**config.mk**
```make
export PLATFORM = sky130hd
export DESIGN_NAME = snake_frame_sched
export DESIGN_NICKNAME = d
export VERILOG_FILES = /design/src/rtl/snake_pkg.sv /design/src/rtl/frame_tick_div.sv /design/src/rtl/snake_frame_sched.sv
export SDC_FILE = /design/constraint.sdc
export NUM_CORES = 1
export LEC_CHECK = 0
export BUFFER_PORTS_ARGS = -buffer_cell sky130_fd_sc_hd__clkbuf_2
export CORE_UTILIZATION = 62
export CTS_CLUSTER_DIAMETER = 50
export DETAILED_ROUTE_END_ITERATION = 10
export PLACE_DENSITY = 0.85
export REMOVE_ABC_BUFFERS = 1
export SLEW_MARGIN = 20
export SYNTH_ARGS = -nofsm -noshare
export SYNTH_HDL_FRONTEND = slang
export SYNTH_SLANG_ARGS = --single-unit
```
**constraint.sdc**
```tcl
create_clock -name iCLK -period 7.7 [get_ports iCLK]
set_input_delay 0 -clock iCLK [delete_from_list [all_inputs] [get_ports iCLK]]
set_output_delay 0 -clock iCLK [all_outputs]
set_load 0.005 [all_outputs]
```
**src/rtl/snake_pkg.sv**
```systemverilog
// -----------------------------------------------------------------------------
// snake_pkg
// Shared definitions for the snake head scheduler:
//   COORD_W     - width of the head coordinates (10 bits)
//   dir_t       - direction encoding (0=up, 1=down, 2=left, 3=right)
//   state_t     - scheduler FSM states
//   is_reverse  - true when two directions point opposite ways
// -----------------------------------------------------------------------------
package snake_pkg;

   localparam int COORD_W = 10;

   typedef enum logic [1:0] {
      DIR_UP    = 2'd0,
      DIR_DOWN  = 2'd1,
      DIR_LEFT  = 2'd2,
      DIR_RIGHT = 2'd3
   } dir_t;

   typedef enum logic [1:0] {
      ST_IDLE = 2'd0,
      ST_RUN  = 2'd1,
      ST_STEP = 2'd2,
      ST_DEAD = 2'd3
   } state_t;

   // Opposite directions differ only in bit 0 (up/down, left/right).
   function automatic logic is_reverse(input dir_t a, input dir_t b);
      return ((2'(a) ^ 2'(b)) == 2'b01);
   endfunction

endpackage

```
**src/rtl/frame_tick_div.sv**
```systemverilog
// -----------------------------------------------------------------------------
// frame_tick_div
// Counts frame ticks and emits a one-cycle step pulse on every DIV-th counted
// tick. The pulse is combinational with the tick that completes the count,
// so the consumer registers it (the scheduler enters STEP on the next cycle).
// Ports:
//   clk, rst_n  - clock, asynchronous active-low reset
//   tick        - frame start pulse
//   enable      - count ticks only while high
//   clear       - synchronous clear, wins over tick and suppresses the pulse
//   step        - one-cycle pulse, DIV ticks after the last clear/pulse
// -----------------------------------------------------------------------------
module frame_tick_div #(
   parameter int DIV = 8
) (
   input  logic clk,
   input  logic rst_n,
   input  logic tick,
   input  logic enable,
   input  logic clear,
   output logic step
);

   localparam int            CW   = 8;
   localparam logic [CW-1:0] LAST = CW'(DIV - 1);

   logic [CW-1:0] count_reg;
   logic [CW-1:0] count_next;
   logic          hit;

   assign hit  = tick && enable && (count_reg == LAST);
   assign step = hit && !clear;

   always_comb begin
      count_next = count_reg;
      if (clear) begin
         count_next = '0;
      end else if (tick && enable) begin
         count_next = hit ? '0 : count_reg + CW'(1);
      end
   end

   always_ff @(posedge clk or negedge rst_n) begin
      if (!rst_n) begin
         count_reg <= '0;
      end else begin
         count_reg <= count_next;
      end
   end

endmodule

```
**src/rtl/snake_frame_sched.sv**
```systemverilog
// -----------------------------------------------------------------------------
// snake_frame_sched
// Moves the snake head one STEP every FRAMES_PER_STEP frames in the latched
// direction and reports wall collisions.
// Build option: define SNAKE_WRAP_EN to wrap the head around the play field
// instead of dying on an out-of-range move (DEAD is then unreachable).
// Ports:
//   iCLK, iRST_N    - pixel clock, asynchronous active-low reset
//   iFrame_Start    - one-cycle pulse at the start of each frame
//   iStart          - one-cycle game start/restart request
//   iPause          - level, freezes frame counting while high
//   iDir/iDir_Valid - requested direction, qualified for one cycle
//   oHead_X/oHead_Y - registered head coordinates
//   oMove_Stb       - one-cycle pulse when the head position changes
//   oCollide        - high while dead
//   oRunning        - high while the game is running
// -----------------------------------------------------------------------------
module snake_frame_sched
   import snake_pkg::*;
#(
   parameter int FRAMES_PER_STEP = 8,
   parameter int STEP            = 8,
   parameter int X_MAX           = 632,
   parameter int Y_MAX           = 472,
   parameter int START_X         = 320,
   parameter int START_Y         = 240
) (
   input  logic               iCLK,
   input  logic               iRST_N,
   input  logic               iFrame_Start,
   input  logic               iStart,
   input  logic               iPause,
   input  logic [1:0]         iDir,
   input  logic               iDir_Valid,
   output logic [COORD_W-1:0] oHead_X,
   output logic [COORD_W-1:0] oHead_Y,
   output logic               oMove_Stb,
   output logic               oCollide,
   output logic               oRunning
);

   localparam logic signed [COORD_W:0] STEP_S  = (COORD_W+1)'(STEP);
   localparam logic signed [COORD_W:0] X_MAX_S = (COORD_W+1)'(X_MAX);
   localparam logic signed [COORD_W:0] Y_MAX_S = (COORD_W+1)'(Y_MAX);
   localparam logic [COORD_W-1:0]      START_X_C = COORD_W'(START_X);
   localparam logic [COORD_W-1:0]      START_Y_C = COORD_W'(START_Y);

   state_t             state_reg,  state_next;
   dir_t               dir_reg,    dir_next;
   dir_t               pend_reg,   pend_next;
   logic [COORD_W-1:0] head_x_reg, head_x_next;
   logic [COORD_W-1:0] head_y_reg, head_y_next;
   logic               stb_reg,    stb_next;

   logic               step_due;
   logic               count_en;
   dir_t               ref_dir;

   // One extra bit, signed, so a move below zero shows up as negative.
   logic signed [COORD_W:0] cur_x, cur_y;
   logic signed [COORD_W:0] nx, ny;
   logic signed [COORD_W:0] fx, fy;
   logic                    move_ok;

   // Frames keep counting during STEP so a pulse landing there is not lost.
   assign count_en = ((state_reg == ST_RUN) || (state_reg == ST_STEP)) && !iPause;

   frame_tick_div #(
      .DIV (FRAMES_PER_STEP)
   ) u_div (
      .clk    (iCLK),
      .rst_n  (iRST_N),
      .tick   (iFrame_Start),
      .enable (count_en),
      .clear  (iStart),
      .step   (step_due)
   );

   // Candidate position along the pending direction (it becomes current in STEP).
   always_comb begin
      cur_x = {1'b0, head_x_reg};
      cur_y = {1'b0, head_y_reg};
      nx    = cur_x;
      ny    = cur_y;
      case (pend_reg)
         DIR_UP:   ny = cur_y - STEP_S;
         DIR_DOWN: ny = cur_y + STEP_S;
         DIR_LEFT: nx = cur_x - STEP_S;
         default:  nx = cur_x + STEP_S;
      endcase
   end

`ifdef SNAKE_WRAP_EN
   // Leaving one edge re-enters at the opposite edge; every move is legal.
   always_comb begin
      fx = nx;
      fy = ny;
      if (nx < 0)            fx = X_MAX_S;
      else if (nx > X_MAX_S) fx = '0;
      if (ny < 0)            fy = Y_MAX_S;
      else if (ny > Y_MAX_S) fy = '0;
   end
   assign move_ok = 1'b1;
`else
   assign fx      = nx;
   assign fy      = ny;
   assign move_ok = (nx >= 0) && (nx <= X_MAX_S) && (ny >= 0) && (ny <= Y_MAX_S);
`endif

   always_comb begin
      state_next  = state_reg;
      dir_next    = dir_reg;
      pend_next   = pend_reg;
      head_x_next = head_x_reg;
      head_y_next = head_y_reg;
      stb_next    = 1'b0;

      // In STEP the pending direction is about to become current, so a new
      // request must be checked against it rather than the outgoing one.
      ref_dir = (state_reg == ST_STEP) ? pend_reg : dir_reg;
      if (iDir_Valid && !is_reverse(dir_t'(iDir), ref_dir)) begin
         pend_next = dir_t'(iDir);
      end

      case (state_reg)
         ST_RUN: begin
            if (step_due) state_next = ST_STEP;
         end
         ST_STEP: begin
            dir_next = pend_reg;
            if (move_ok) begin
               head_x_next = fx[COORD_W-1:0];
               head_y_next = fy[COORD_W-1:0];
               stb_next    = 1'b1;
               // Back-to-back steps only happen with a divide-by-one counter.
               state_next  = step_due ? ST_STEP : ST_RUN;
            end else begin
               state_next  = ST_DEAD;
            end
         end
         default: ;
      endcase

      // Start/restart overrides anything the current state decided.
      if (iStart) begin
         state_next  = ST_RUN;
         dir_next    = DIR_RIGHT;
         pend_next   = DIR_RIGHT;
         head_x_next = START_X_C;
         head_y_next = START_Y_C;
         stb_next    = 1'b0;
      end
   end

   always_ff @(posedge iCLK or negedge iRST_N) begin
      if (!iRST_N) begin
         state_reg  <= ST_IDLE;
         dir_reg    <= DIR_RIGHT;
         pend_reg   <= DIR_RIGHT;
         head_x_reg <= START_X_C;
         head_y_reg <= START_Y_C;
         stb_reg    <= 1'b0;
      end else begin
         state_reg  <= state_next;
         dir_reg    <= dir_next;
         pend_reg   <= pend_next;
         head_x_reg <= head_x_next;
         head_y_reg <= head_y_next;
         stb_reg    <= stb_next;
      end
   end

   assign oHead_X   = head_x_reg;
   assign oHead_Y   = head_y_reg;
   assign oMove_Stb = stb_reg;
   assign oCollide  = (state_reg == ST_DEAD);
   assign oRunning  = (state_reg == ST_RUN) || (state_reg == ST_STEP);

endmodule

```
==> results of run 1 <==
-- critical path, delay by kind of cell (launching register included) --
family                     cells  cell delay, ps
AOI/OAI and AO/OA              3             670
DFF                            1             740
and+or+nand+nor                5            1340
adders and majority gates      1             350
-- placed cells by master, fill, tap and decap left out, types with 2 or more instances in the layout --
master	synthesis	layout
sky130_fd_sc_hd__ha_1	11	11
sky130_fd_sc_hd__nor4_1	4	4
sky130_fd_sc_hd__and2_1	2	2
sky130_fd_sc_hd__nor2_1	26	26
sky130_fd_sc_hd__nand4_1	2	2
sky130_fd_sc_hd__o211ai_1	3	3
sky130_fd_sc_hd__xor2_1	8	8
sky130_fd_sc_hd__o21ai_0	9	9
sky130_fd_sc_hd__conb_1	1	6
sky130_fd_sc_hd__dfrtp_1	19	19
sky130_fd_sc_hd__nand4b_1	2	2
sky130_fd_sc_hd__clkinv_2	0	2
sky130_fd_sc_hd__o21ai_1	6	6
sky130_fd_sc_hd__inv_1	9	9
sky130_fd_sc_hd__or4_1	5	5
sky130_fd_sc_hd__nand2_1	17	17
sky130_fd_sc_hd__or3_1	2	2
sky130_fd_sc_hd__a211oi_1	3	3
sky130_fd_sc_hd__and3_1	2	2
sky130_fd_sc_hd__a21oi_1	11	11
sky130_fd_sc_hd__xnor2_1	7	7
sky130_fd_sc_hd__clkbuf_4	0	5
sky130_fd_sc_hd__nor2b_1	9	9
sky130_fd_sc_hd__nand2b_1	4	4
sky130_fd_sc_hd__mux2i_1	7	7
sky130_fd_sc_hd__nor4b_2	2	2
sky130_fd_sc_hd__dfstp_2	10	10
sky130_fd_sc_hd__dlygate4sd3_1	0	4
sky130_fd_sc_hd__clkbuf_2	1	24
sky130_fd_sc_hd__nor3_1	11	11
sky130_fd_sc_hd__nor3b_1	3	3
sky130_fd_sc_hd__o21a_1	5	5
sky130_fd_sc_hd__nand3_1	11	11
-- stage by stage --
stage / setup WS (ps) / power, mW / utilization (%) / hold slack (ps)
after floorplan: 4834 / 0.1817 / - / -295.6
after global placement: 4447 / 0.1933 / 68.59 / 74.00
after detailed placement: 4435 / 0.1941 / 68.59 / 78.18
after CTS: 4433 / 0.2881 / 71.39 / 0.8579
after global routing: 4188 / 0.2967 / 71.39 / 35.39
final: 4455 / 0.2858 / 71.39 / 16.57
-- routing by layer --
metal	vias to the layer above	part of all wire, %
met1	914	49
met4	0	1.3
li1	939	-
met3	6	2.9
met2	29	47
met5	-	0
-- kinds of logic (layout without fill, tap and decap cells) --
group / count (synthesis) / count (layout) / synth area share [%]
AO/OA/AOI/OAI: 52 / 52 / 16.99
AND/OR/NAND/NOR: 106 / 106 / 26.68
adder cells (fa/ha/maj): 12 / 12 / 7.063
XOR/XNOR: 15 / 15 / 5.886
buffers and inverters: 27 / 47 / 6.501
flip-flops: 29 / 29 / 33.07
multiplexers: 8 / 8 / 3.644
other: 1 / 6 / 0.1680
-- synthesized netlist by cell type (4+ instances only) --
cell / count / area, um^2
sky130_fd_sc_hd__o21ai_0: 9 / 45.04
sky130_fd_sc_hd__xnor2_1: 7 / 61.31
sky130_fd_sc_hd__mux2i_1: 7 / 70.07
sky130_fd_sc_hd__clkbuf_1: 5 / 18.77
sky130_fd_sc_hd__nand2b_1: 4 / 25.02
sky130_fd_sc_hd__dfstp_2: 10 / 262.8
sky130_fd_sc_hd__nand2_1: 17 / 63.81
sky130_fd_sc_hd__nor4_1: 4 / 25.02
sky130_fd_sc_hd__dfrtp_1: 19 / 475.5
sky130_fd_sc_hd__nor2b_1: 9 / 56.30
sky130_fd_sc_hd__xor2_1: 8 / 70.07
sky130_fd_sc_hd__nor3_1: 11 / 55.05
sky130_fd_sc_hd__o21a_1: 5 / 37.54
sky130_fd_sc_hd__or4_1: 5 / 37.54
sky130_fd_sc_hd__buf_4: 7 / 52.55
sky130_fd_sc_hd__nor2_1: 26 / 97.59
sky130_fd_sc_hd__a21oi_1: 11 / 55.05
sky130_fd_sc_hd__ha_1: 11 / 137.6
sky130_fd_sc_hd__o21ai_1: 6 / 30.03
sky130_fd_sc_hd__nand3_1: 11 / 55.05
sky130_fd_sc_hd__inv_1: 9 / 33.78
-- layout make-up --
cell class              count  area, um^2
clock inverters             3       17.52
repair buffers             28       160.2
clock buffers               5       37.54
inverters                  11       41.29
well taps                  46       57.56
fillers                   275       969.7
multi-input cells         199        1368
flip-flops and latches     29       738.2
-- report_power, final --
part / switching (mW) / total, mW / internal (mW)
registers: 0.00329 / 0.157 / 0.154
logic: 0.0220 / 0.0358 / 0.0138
clock network: 0.0582 / 0.0926 / 0.0344
-- worst paths after layout --
kind                               startpoint            endpoint  slack (ps)
max                               pend_reg[1]        state_reg[0]        4460
min                              iFrame_Start  u_div.count_reg[1]          20
max reg2reg                       pend_reg[1]        state_reg[0]        4460
min reg2reg                u_div.count_reg[1]  u_div.count_reg[1]         560
max in group asynchronous              iRST_N  u_div.count_reg[1]        6990
min in group asynchronous              iRST_N  u_div.count_reg[6]         250
==> qor.log, run 1 <==
INFO  yosys          netlist_cell_types=57
INFO  critical_path  r2r.worst_path.cells=9
INFO  placement      buffer_ports.inserted=24
INFO  detailed_routing drcViolationCount=0
INFO  placement      placement.cell_area=2325um^2
INFO  placement      dpl.hpwl=3217um
INFO  critical_path  worstSetupEndpointType=flop
INFO  layout         antenna_diode_count=0
INFO  sta            fin_worst_skew=14.62ps
INFO  power_and_ir_drop peakVddDrop=0.09772mV
INFO  yosys          syn_area=2232um^2
INFO  clock_tree     maximum_level_of_the_cts_h_tree=2
INFO  yosys          synth.avg_cell_area=8.929um^2
INFO  critical_path  crit_arrival=3440ps
INFO  placement      gp_congestion=0.8137
INFO  layout         post_route_standard_cell_area_excluding_fillers=2420um^2
INFO  clock_tree     numCtsBuffers=5
INFO  layout         flow.area_growth_from_synthesis=8.408%
INFO  critical_path  timing.critical_path.required=7890ps
INFO  placement      numPlacedInstances=309
INFO  global_route   grt_usage=25.40%
INFO  clock_tree     tritoncts=done
INFO  power_and_ir_drop p_per_area=118.1nW/um^2
INFO  min_path       hold_path_depth=4
INFO  floorplanning  dieHeight=62um
INFO  clock_tree     post_cts.repair.setup_buffers=0
INFO  detailed_routing drt_first_pass_iters=4
INFO  global_route   grt.met2_usage=40.27%
INFO  outcome        run_status=finished clean
INFO  min_path       hold_path_class=in2reg
INFO  critical_path  critical_path.max_fanout=18
INFO  layout         largest_reg_flops=8
INFO  global_route   top_usage_layer=met2
INFO  yosys          postSynthRegisterBits=29
INFO  floorplanning  die_x=62um
INFO  clock_tree     clock_tree_sinks=29
INFO  global_route   grt_max_degree=30
INFO  clock_tree     cts-root-buf=sky130_fd_sc_hd__clkbuf_4
INFO  sta            rsz_0062_raised_after_global_routing=false
INFO  critical_path  path_class=reg2reg
INFO  global_route   grt_pass1_vias=1621
INFO  floorplanning  placement_rows=21
INFO  floorplanning  top_level_ports=31
INFO  critical_path  cp-start-kind=flop
INFO  sta            maxClockFrequency=0.3082GHz
INFO  detailed_routing num_vias=1888
INFO  sta            totalNegativeSetupSlack=0ps
INFO  global_route   grtUsageMet3=6.418%
INFO  clock_tree     ctsHoldBuffers=4
INFO  clock_tree     post_cts.resized_instances=0
INFO  yosys          netlist_instances=250
INFO  power_and_ir_drop power.static_leakage=1.025nW
INFO  layout         drive_gt1_share=19.27%
INFO  yosys          synthesis.yosys.warnings=0
INFO  yosys          postSynth.topFlopCell=sky130_fd_sc_hd__dfrtp_1
INFO  global_route   antenna_violations_before_repair=0
INFO  detailed_routing vias_per_instance=5.882
INFO  sta            worstMarginPinSlew=867.7ps
INFO  clock_tree     cts_max_path_buffers=2
INFO  floorplanning  core=3390um^2
INFO  global_route   globalRouteOverflowTotal=0
INFO  floorplanning  die-area=3844um^2
INFO  yosys          synth_edf_count=0
INFO  global_route   first_pass_grt_wire_length=7038um
INFO  layout         fin_nets=294
INFO  clock_tree     worst_setup_hold_path_clk_slew=110ps
INFO  sta            slew_viol_final=0
INFO  sta            slew_headroom=41.71%
INFO  sta            final_min_period_over_clock_period=42.14%
INFO  floorplanning  floorplan.initialDensity=65.85%
INFO  sta            report.final.hold_viol_count=0
INFO  critical_path  cpPeakStageDelay=740ps
INFO  yosys          synth_sequential_area_ratio=33.07%
INFO  detailed_routing detail_route.wl_per_cell=13.69um
INFO  critical_path  critical-path-slowest-cell=sky130_fd_sc_hd__dfstp_2
INFO  clock_tree     clk-insertion-delay-late=340ps
INFO  layout         post_layout_nonfiller_instances=321
INFO  global_route   globalRouteMet1Util=34.32%
INFO  sta            final_count_of_negative_setup_slack_endpoints=0
INFO  detailed_routing route.antenna.remaining_nets=0
INFO  critical_path  path_cells=nand2b_1 > ha_1 > nor2b_1 > a221o_1 > nor3b_1 > or4_1 > o211ai_4 > nor3_1 > o221ai_1
INFO  flow_run       cap_violations=0
INFO  sta            final_period_minus_worst_setup_slack=3245ps
INFO  detailed_routing initialDrtViolationCount=81
INFO  yosys          async_reset_ff_share=100.0%
INFO  detailed_routing wirelength=4395um
Note: power is estimated with default switching activity, not from simulation.
==> run 2: changes to the inputs <==
--- a/config.mk
+++ b/config.mk
@@ -6,10 +6,10 @@
 export NUM_CORES = 1
 export LEC_CHECK = 0
 export BUFFER_PORTS_ARGS = -buffer_cell sky130_fd_sc_hd__clkbuf_2
-export CORE_UTILIZATION = 62
+export CORE_UTILIZATION = 52
 export CTS_CLUSTER_DIAMETER = 50
 export DETAILED_ROUTE_END_ITERATION = 10
-export PLACE_DENSITY = 0.85
+export PLACE_DENSITY = 0.76
 export REMOVE_ABC_BUFFERS = 1
 export SLEW_MARGIN = 20
 export SYNTH_ARGS = -nofsm -noshare
==> constraint.sdc (replaced) <==
create_clock -name iCLK -period 2.8 [get_ports iCLK]
set_input_delay 0 -clock iCLK [delete_from_list [all_inputs] [get_ports iCLK]]
set_output_delay 0 -clock iCLK [all_outputs]
set_load 0.005 [all_outputs]
==> qor.log, run 2 (synthesis results as in run 1) <==
INFO  sta            slew_viol_final=0 [unchanged]
INFO  sta            worstMarginPinSlew=725.3ps [-142.3 ps]
INFO  sta            report.final.hold_viol_count=0 [unchanged]
INFO  min_path       hold_start=iFrame_Start
INFO  detailed_routing vias_per_instance=5.756 [-2.1%]
INFO  layout         drive_gt1_share=32.12% [+13 points]
INFO  clock_tree     clock_tree_sinks=29 [unchanged]
INFO  clock_tree     clk-insertion-delay-late=290ps [-50 ps]
INFO  sta            slew_headroom=51.64% [+9.9 points]
INFO  layout         fin_nets=321 [+9.2%]
INFO  flow_run       cap_violations=0 [unchanged]
INFO  critical_path  timing.critical_path.required=2970ps [-4920 ps]
INFO  placement      dpl.hpwl=3770um [+17%]
INFO  detailed_routing num_vias=2026 [+7.3%]
INFO  layout         post_layout_nonfiller_instances=352 [+9.7%]
INFO  critical_path  path_class=reg2reg
INFO  sta            whs=67.69ps [+51.12 ps]
INFO  critical_path  cp-start-kind=flop
INFO  critical_path  crit_arrival=2950ps [-490 ps]
INFO  floorplanning  die-area=4558um^2 [+19%]
INFO  layout         antenna_diode_count=0 [unchanged]
INFO  floorplanning  placement_rows=23 [+9.5%]
INFO  detailed_routing wirelength=5257um [+20%]
INFO  floorplanning  core=4058um^2 [+20%]
INFO  layout         largest_reg_flops=8 [unchanged]
INFO  floorplanning  die_x=67.52um [+8.9%]
INFO  placement      buffer_ports.inserted=24 [unchanged]
INFO  layout         flow.area_growth_from_synthesis=23.32%
INFO  detailed_routing initialDrtViolationCount=118 [+46%]
INFO  detailed_routing route.antenna.remaining_nets=0 [unchanged]
INFO  floorplanning  top_level_ports=31 [unchanged]
INFO  outcome        run_status=finished clean
INFO  detailed_routing detailroute.wirelength.met2=2586um [+26%]
INFO  critical_path  critical_path.max_fanout=6 [-12]
INFO  placement      gp_congestion=0.8784 [+8.0%]
INFO  global_route   grt_pass1_vias=1785 [+10%]
INFO  placement      numPlacedInstances=340 [+10%]
INFO  sta            fin_worst_skew=9.925ps [-4.699 ps]
INFO  clock_tree     tritoncts=done
INFO  clock_tree     worst_setup_hold_path_clk_slew=70ps [-40 ps]
INFO  critical_path  crit_start=pend_reg[0]
INFO  critical_path  worstSetupEndpointType=flop
INFO  clock_tree     numCtsBuffers=5 [unchanged]
INFO  layout         most_frequent_cells_in_the_layout=28 x sky130_fd_sc_hd__buf_4, 26 x sky130_fd_sc_hd__nor2_1, 24 x sky130_fd_sc_hd__clkbuf_2
INFO  clock_tree     maximum_level_of_the_cts_h_tree=2 [unchanged]
INFO  min_path       hold_path_class=in2reg
INFO  layout         final_common_cell=sky130_fd_sc_hd__buf_4
INFO  power_and_ir_drop power.static_leakage=1.199nW [+17%]
INFO  power_and_ir_drop peakVddDrop=0.3360mV [+240%]
INFO  sta            maxClockFrequency=0.3598GHz [+17%]
INFO  sta            rsz_0062_raised_after_global_routing=true
INFO  detailed_routing top_layer=met4
INFO  power_and_ir_drop p_per_area=332.6nW/um^2 [+180%]
INFO  global_route   first_pass_grt_wire_length=8183um [+16%]
INFO  sta            final_count_of_negative_setup_slack_endpoints=0 [unchanged]
INFO  placement      placement.cell_area=2532um^2 [+8.9%]
INFO  sta            final_period_minus_worst_setup_slack=2779ps [-465.7 ps]
INFO  detailed_routing routed-wl-met3=258um [+100%]
INFO  global_route   grt_max_degree=30 [unchanged]
INFO  critical_path  crit-reg2reg-launch=pend_reg[0]
INFO  clock_tree     cts_max_path_buffers=2 [unchanged]
INFO  clock_tree     cts-root-buf=sky130_fd_sc_hd__clkbuf_8
INFO  layout         post_route_standard_cell_area_excluding_fillers=2753um^2 [+14%]
INFO  detailed_routing metal_1_wl=2277um [+5.6%]
INFO  global_route   antenna_violations_before_repair=0 [unchanged]
INFO  floorplanning  floorplan.initialDensity=55.01% [-11 points]
INFO  global_route   grt_usage=24.61% [-0.79 points]
INFO  detailed_routing drt_first_pass_iters=4 [unchanged]
INFO  layout         postLayoutCoreUtil=67.84% [-3.6 points]
INFO  floorplanning  dieHeight=67.52um [+8.9%]
INFO  detailed_routing drcViolationCount=0 [unchanged]
INFO  sta            final_min_period_over_clock_period=99.26% [+57 points]
INFO  detailed_routing detail_route.wl_per_cell=14.93um [+9.1%]
INFO  global_route   globalRouteOverflowTotal=0 [unchanged]
## run 2: changes by cell type in the layout (fill, tap and decap cells not counted), sizes merged
| cell | delta |
|---|---|
| buf | +28 |
| dlygate4sd3 | -1 |
## run 2: metrics by stage
stage | TNS (ps) | total power, mW | setup WS [ps]
2_1_floorplan | -278.0 | 0.4997 | -66.28
3_3_place_gp | -117.5 | 0.5569 | -45.24
3_5_place_dp | -561.4 | 0.5588 | -126.3
4_1_cts | -16.83 | 0.9106 | -16.83
5_1_grt | -662.1 | 0.9566 | -121.5
6_report | 0 | 0.9156 | 20.70
## run 2: worst paths after layout
path / to / slack, ps / cells after the start
max: oHead_X[7] / 20 / 10
min: u_div.count_reg[1] / 70 / 4
max reg2reg: oHead_X[7] / 20 / 10
min reg2reg: u_div.count_reg[1] / 560 / 2
max in group asynchronous: u_div.count_reg[3] / 2030 / 2
min in group asynchronous: oHead_X[9] / 300 / 2
## run 2: routing by layer
metal	vias to the layer above	track usage [%]
met1	974	31.14
met4	0	10.11
met3	12	5.405
met2	55	40.22
li1	985	-
met5	-	0
## run 2: where the power goes
| group | internal (mW) | leakage (nW) | switching, mW |
|---|---|---|---|
| logic | 0.0618 | 0.791 | 0.0787 |
| registers | 0.424 | 0.365 | 0.00408 |
| clock network | 0.171 | 0.0439 | 0.176 |
| total | 0.657 | 1.20 | 0.259 |
## run 2: timing repair
action,CTS,global route
pin swaps,0,7
hold buffers,3,0
setup buffers,0,1
resized for setup,3,17
hold endpoints to repair,21,0
endpoints found under the setup margin,11,16
## run 2: cell type report
cell class,instances,area (um^2)
clock inverter,3,17.52
timing repair buffer,55,360.3
inverter,11,41.29
sequential,29,738.2
clock buffer,5,68.82
tap,50,62.56
multi-input combinational,199,1464
fill,343,1305
## run 2: critical path, cell delays in order (launching register included)
cell,delay [ps]
sky130_fd_sc_hd__dfstp_2,580
sky130_fd_sc_hd__nand2b_4,160
sky130_fd_sc_hd__xnor2_2,110
sky130_fd_sc_hd__ha_2,220
sky130_fd_sc_hd__nor4_2,60
sky130_fd_sc_hd__a21bo_4,240
sky130_fd_sc_hd__or4b_4,500
sky130_fd_sc_hd__nand4_4,120
sky130_fd_sc_hd__o2111ai_4,190
sky130_fd_sc_hd__nor2b_1,160
sky130_fd_sc_hd__mux2_1,330
==> run 3: changes to the inputs <==
--- a/config.mk
+++ b/config.mk
@@ -6,10 +6,10 @@
 export NUM_CORES = 1
 export LEC_CHECK = 0
 export BUFFER_PORTS_ARGS = -buffer_cell sky130_fd_sc_hd__clkbuf_2
-export CORE_UTILIZATION = 52
+export CORE_UTILIZATION = 45
 export CTS_CLUSTER_DIAMETER = 50
 export DETAILED_ROUTE_END_ITERATION = 10
-export PLACE_DENSITY = 0.76
+export PLACE_DENSITY = 0.67
 export REMOVE_ABC_BUFFERS = 1
 export SLEW_MARGIN = 20
 export SYNTH_ARGS = -nofsm -noshare
==> qor.log, run 3 (synthesis results as in run 1) <==
INFO  outcome        run_status=complete, but fails checks
INFO  outcome        failed_checks=setup timing
INFO  sta            totalNegativeSetupSlack=-97.82ps [-97.82 ps]
INFO  clock_tree     clk-insertion-delay-late=280ps [about the same]
INFO  clock_tree     tritoncts=done
INFO  layout         largest_reg_flops=8 [unchanged]
INFO  critical_path  critical-path-slowest-cell=sky130_fd_sc_hd__dfstp_2
INFO  detailed_routing drcViolationCount=0 [unchanged]
INFO  global_route   grt_pass1_vias=1906 [+6.8%]
INFO  clock_tree     maximum_level_of_the_cts_h_tree=2 [unchanged]
INFO  layout         antenna_diode_count=0 [unchanged]
INFO  power_and_ir_drop p_per_area=351.9nW/um^2 [+5.8%]
INFO  detailed_routing wirelength=5695um [+8.3%]
INFO  critical_path  timing.critical_path.required=3010ps [+40 ps]
INFO  floorplanning  floorplan.initialDensity=46.95% [-8.1 points]
INFO  critical_path  worstSetupEndpointType=flop
INFO  placement      dpl.hpwl=3950um [+4.8%]
INFO  sta            slew_headroom=50.64% [-1.0 points]
INFO  layout         flow.area_growth_from_synthesis=31.84%
INFO  critical_path  path_class=reg2reg
INFO  detailed_routing num_vias=2049 [+1.1%]
INFO  min_path       hold_path_class=in2reg
INFO  sta            final_count_of_negative_setup_slack_endpoints=2 [+2]
INFO  layout         final_common_cell=sky130_fd_sc_hd__buf_4
INFO  power_and_ir_drop peakVddDrop=0.4146mV [+23%]
INFO  detailed_routing drt_first_pass_iters=4 [unchanged]
INFO  power_and_ir_drop power.static_leakage=1.268nW [+5.8%]
INFO  sta            final_min_period_over_clock_period=103.0% [+3.7 points]
INFO  critical_path  cp-start-kind=flop
INFO  clock_tree     numCtsBuffers=5 [unchanged]
INFO  sta            report.final.hold_viol_count=0 [unchanged]
INFO  detailed_routing route.antenna.remaining_nets=0 [unchanged]
INFO  global_route   first_pass_grt_wire_length=8942um [+9.3%]
INFO  critical_path  path_cells=nand2b_4 > buf_4 > ha_4 > nor2b_1 > a221o_1 > nor3b_2 > or4_4 > o211ai_2 > or4_1 > a21oi_1
INFO  placement      gp_congestion=0.9724 [+11%]
INFO  critical_path  crit_arrival=3090ps [+140 ps]
INFO  layout         most_frequent_cells_in_the_layout=34 x sky130_fd_sc_hd__buf_4, 25 x sky130_fd_sc_hd__nor2_1, 24 x sky130_fd_sc_hd__clkbuf_2
INFO  sta            final_period_minus_worst_setup_slack=2883ps [+103.9 ps]
INFO  clock_tree     clock_tree_sinks=29 [unchanged]
INFO  sta            slew_viol_final=0 [unchanged]
INFO  detailed_routing detailroute.wirelength.met2=2768um [+7.0%]
INFO  sta            maxClockFrequency=0.3468GHz [-3.6%]
INFO  sta            whs=84.82ps [+17.13 ps]
INFO  floorplanning  core=4755um^2 [+17%]
INFO  critical_path  ff2ff_setup_slack=-80ps [-100 ps]
INFO  floorplanning  dieHeight=72.43um [+7.3%]
INFO  detailed_routing detail_route.wl_per_cell=15.11um [+1.1%]
INFO  sta            rsz_0062_raised_after_global_routing=true
INFO  global_route   antenna_violations_before_repair=0 [unchanged]
INFO  detailed_routing routed-wl-met3=175um [-32%]
INFO  detailed_routing metal_1_wl=2567um [+13%]
INFO  flow_run       cap_violations=0 [unchanged]
INFO  global_route   globalRouteOverflowTotal=0 [unchanged]
INFO  floorplanning  die_x=72.43um [+7.3%]
INFO  critical_path  cpPeakStageDelay=580ps [about the same]
INFO  global_route   grt_max_degree=30 [unchanged]
INFO  clock_tree     cts-root-buf=sky130_fd_sc_hd__clkbuf_8
INFO  detailed_routing top_layer=met4
INFO  sta            worstMarginPinSlew=740.5ps [+15.12 ps]
INFO  detailed_routing vias_per_instance=5.435 [-5.6%]
INFO  floorplanning  placement_rows=25 [+8.7%]
INFO  global_route   grt_usage=22.19% [-2.4 points]
INFO  clock_tree     cts_max_path_buffers=2 [unchanged]
INFO  floorplanning  die-area=5246um^2 [+15%]
INFO  detailed_routing initialDrtViolationCount=109 [-7.6%]
INFO  floorplanning  top_level_ports=31 [unchanged]
INFO  layout         drive_gt1_share=36.45% [+4.3 points]
INFO  placement      buffer_ports.inserted=24 [unchanged]
INFO  clock_tree     worst_setup_hold_path_clk_slew=70ps [about the same]
INFO  sta            worst_slack=-83.17ps [-103.9 ps]
INFO  layout         fin_nets=329 [+2.5%]
INFO  sta            fin_worst_skew=5.742ps [-4.183 ps]
INFO  critical_path  critical_path.max_fanout=7 [+1]
==> run 3: metal layers <==
layer	GRT usage (%)	vias to the layer above
li1	-	1000
met1	28.53	989
met2	37.49	41
met3	4.167	19
met4	7.407	0
met5	0	-
==> run 3: worst max-delay path, delay by kind of cell, from the launching register on <==
| family | cells | cell delay (ps) |
|---|---|---|
| flops | 1 | 580 |
| compound gates | 3 | 630 |
| simple gates | 5 | 1140 |
| buf+inv | 1 | 160 |
| fa+ha+maj | 1 | 300 |
==> run 3: final cells by class <==
| type | instances | area (um^2) |
|---|---|---|
| fillers | 439 | 1812 |
| multi-input cells | 200 | 1543 |
| flip-flops and latches | 29 | 738.2 |
| repair buffers | 62 | 416.7 |
| clock buffers | 7 | 86.33 |
| well taps | 67 | 83.83 |
| inverters | 11 | 45.04 |
| clock inverters | 1 | 30.03 |
==> run 3: where the power goes <==
part           switching (mW)  internal, mW  total, mW  leakage [nW]
clock                   0.164         0.290      0.454        0.0585
combinational          0.0858        0.0674      0.153         0.845
sequential            0.00413         0.424      0.428         0.365
total                   0.254         0.781       1.04          1.27
==> run 3: repair_timing <==
item / in CTS / in global routing
pin swaps: 0 / 6
buffers inserted: 0 / 5
hold endpoints to repair: 21 / 0
hold buffers: 3 / 0
setup endpoints to repair: 9 / 17
cloned: 0 / 1
gates resized for setup: 8 / 25
==> run 3: worst paths after layout <==
| check | startpoint | cells past startpoint | to |
|---|---|---|---|
| min reg2reg | u_div.count_reg[1] | 2 | u_div.count_reg[1] |
| max | pend_reg[0] | 10 | oHead_X[9] |
| min in group asynchronous | iRST_N | 2 | oMove_Stb |
| min | iFrame_Start | 4 | u_div.count_reg[1] |
| max in group asynchronous | iRST_N | 2 | oHead_X[5] |
| max reg2reg | pend_reg[0] | 10 | oHead_X[9] |
==> run 3: per-stage QoR <==
stage	area [um^2]	utilization, %	worst slack [ps]	power (mW)	std cells
6_report	2943	61.89	-83.17	1.036	377
5_1_grt	2943	61.89	-149.4	1.078	377
4_1_cts	2768	58.21	-10.81	1.021	371
3_5_place_dp	2576	54.18	-138.8	0.5597	360
3_3_place_gp	2576	54.18	-43.16	0.5583	360
2_1_floorplan	2147	-	-66.28	0.4997	239
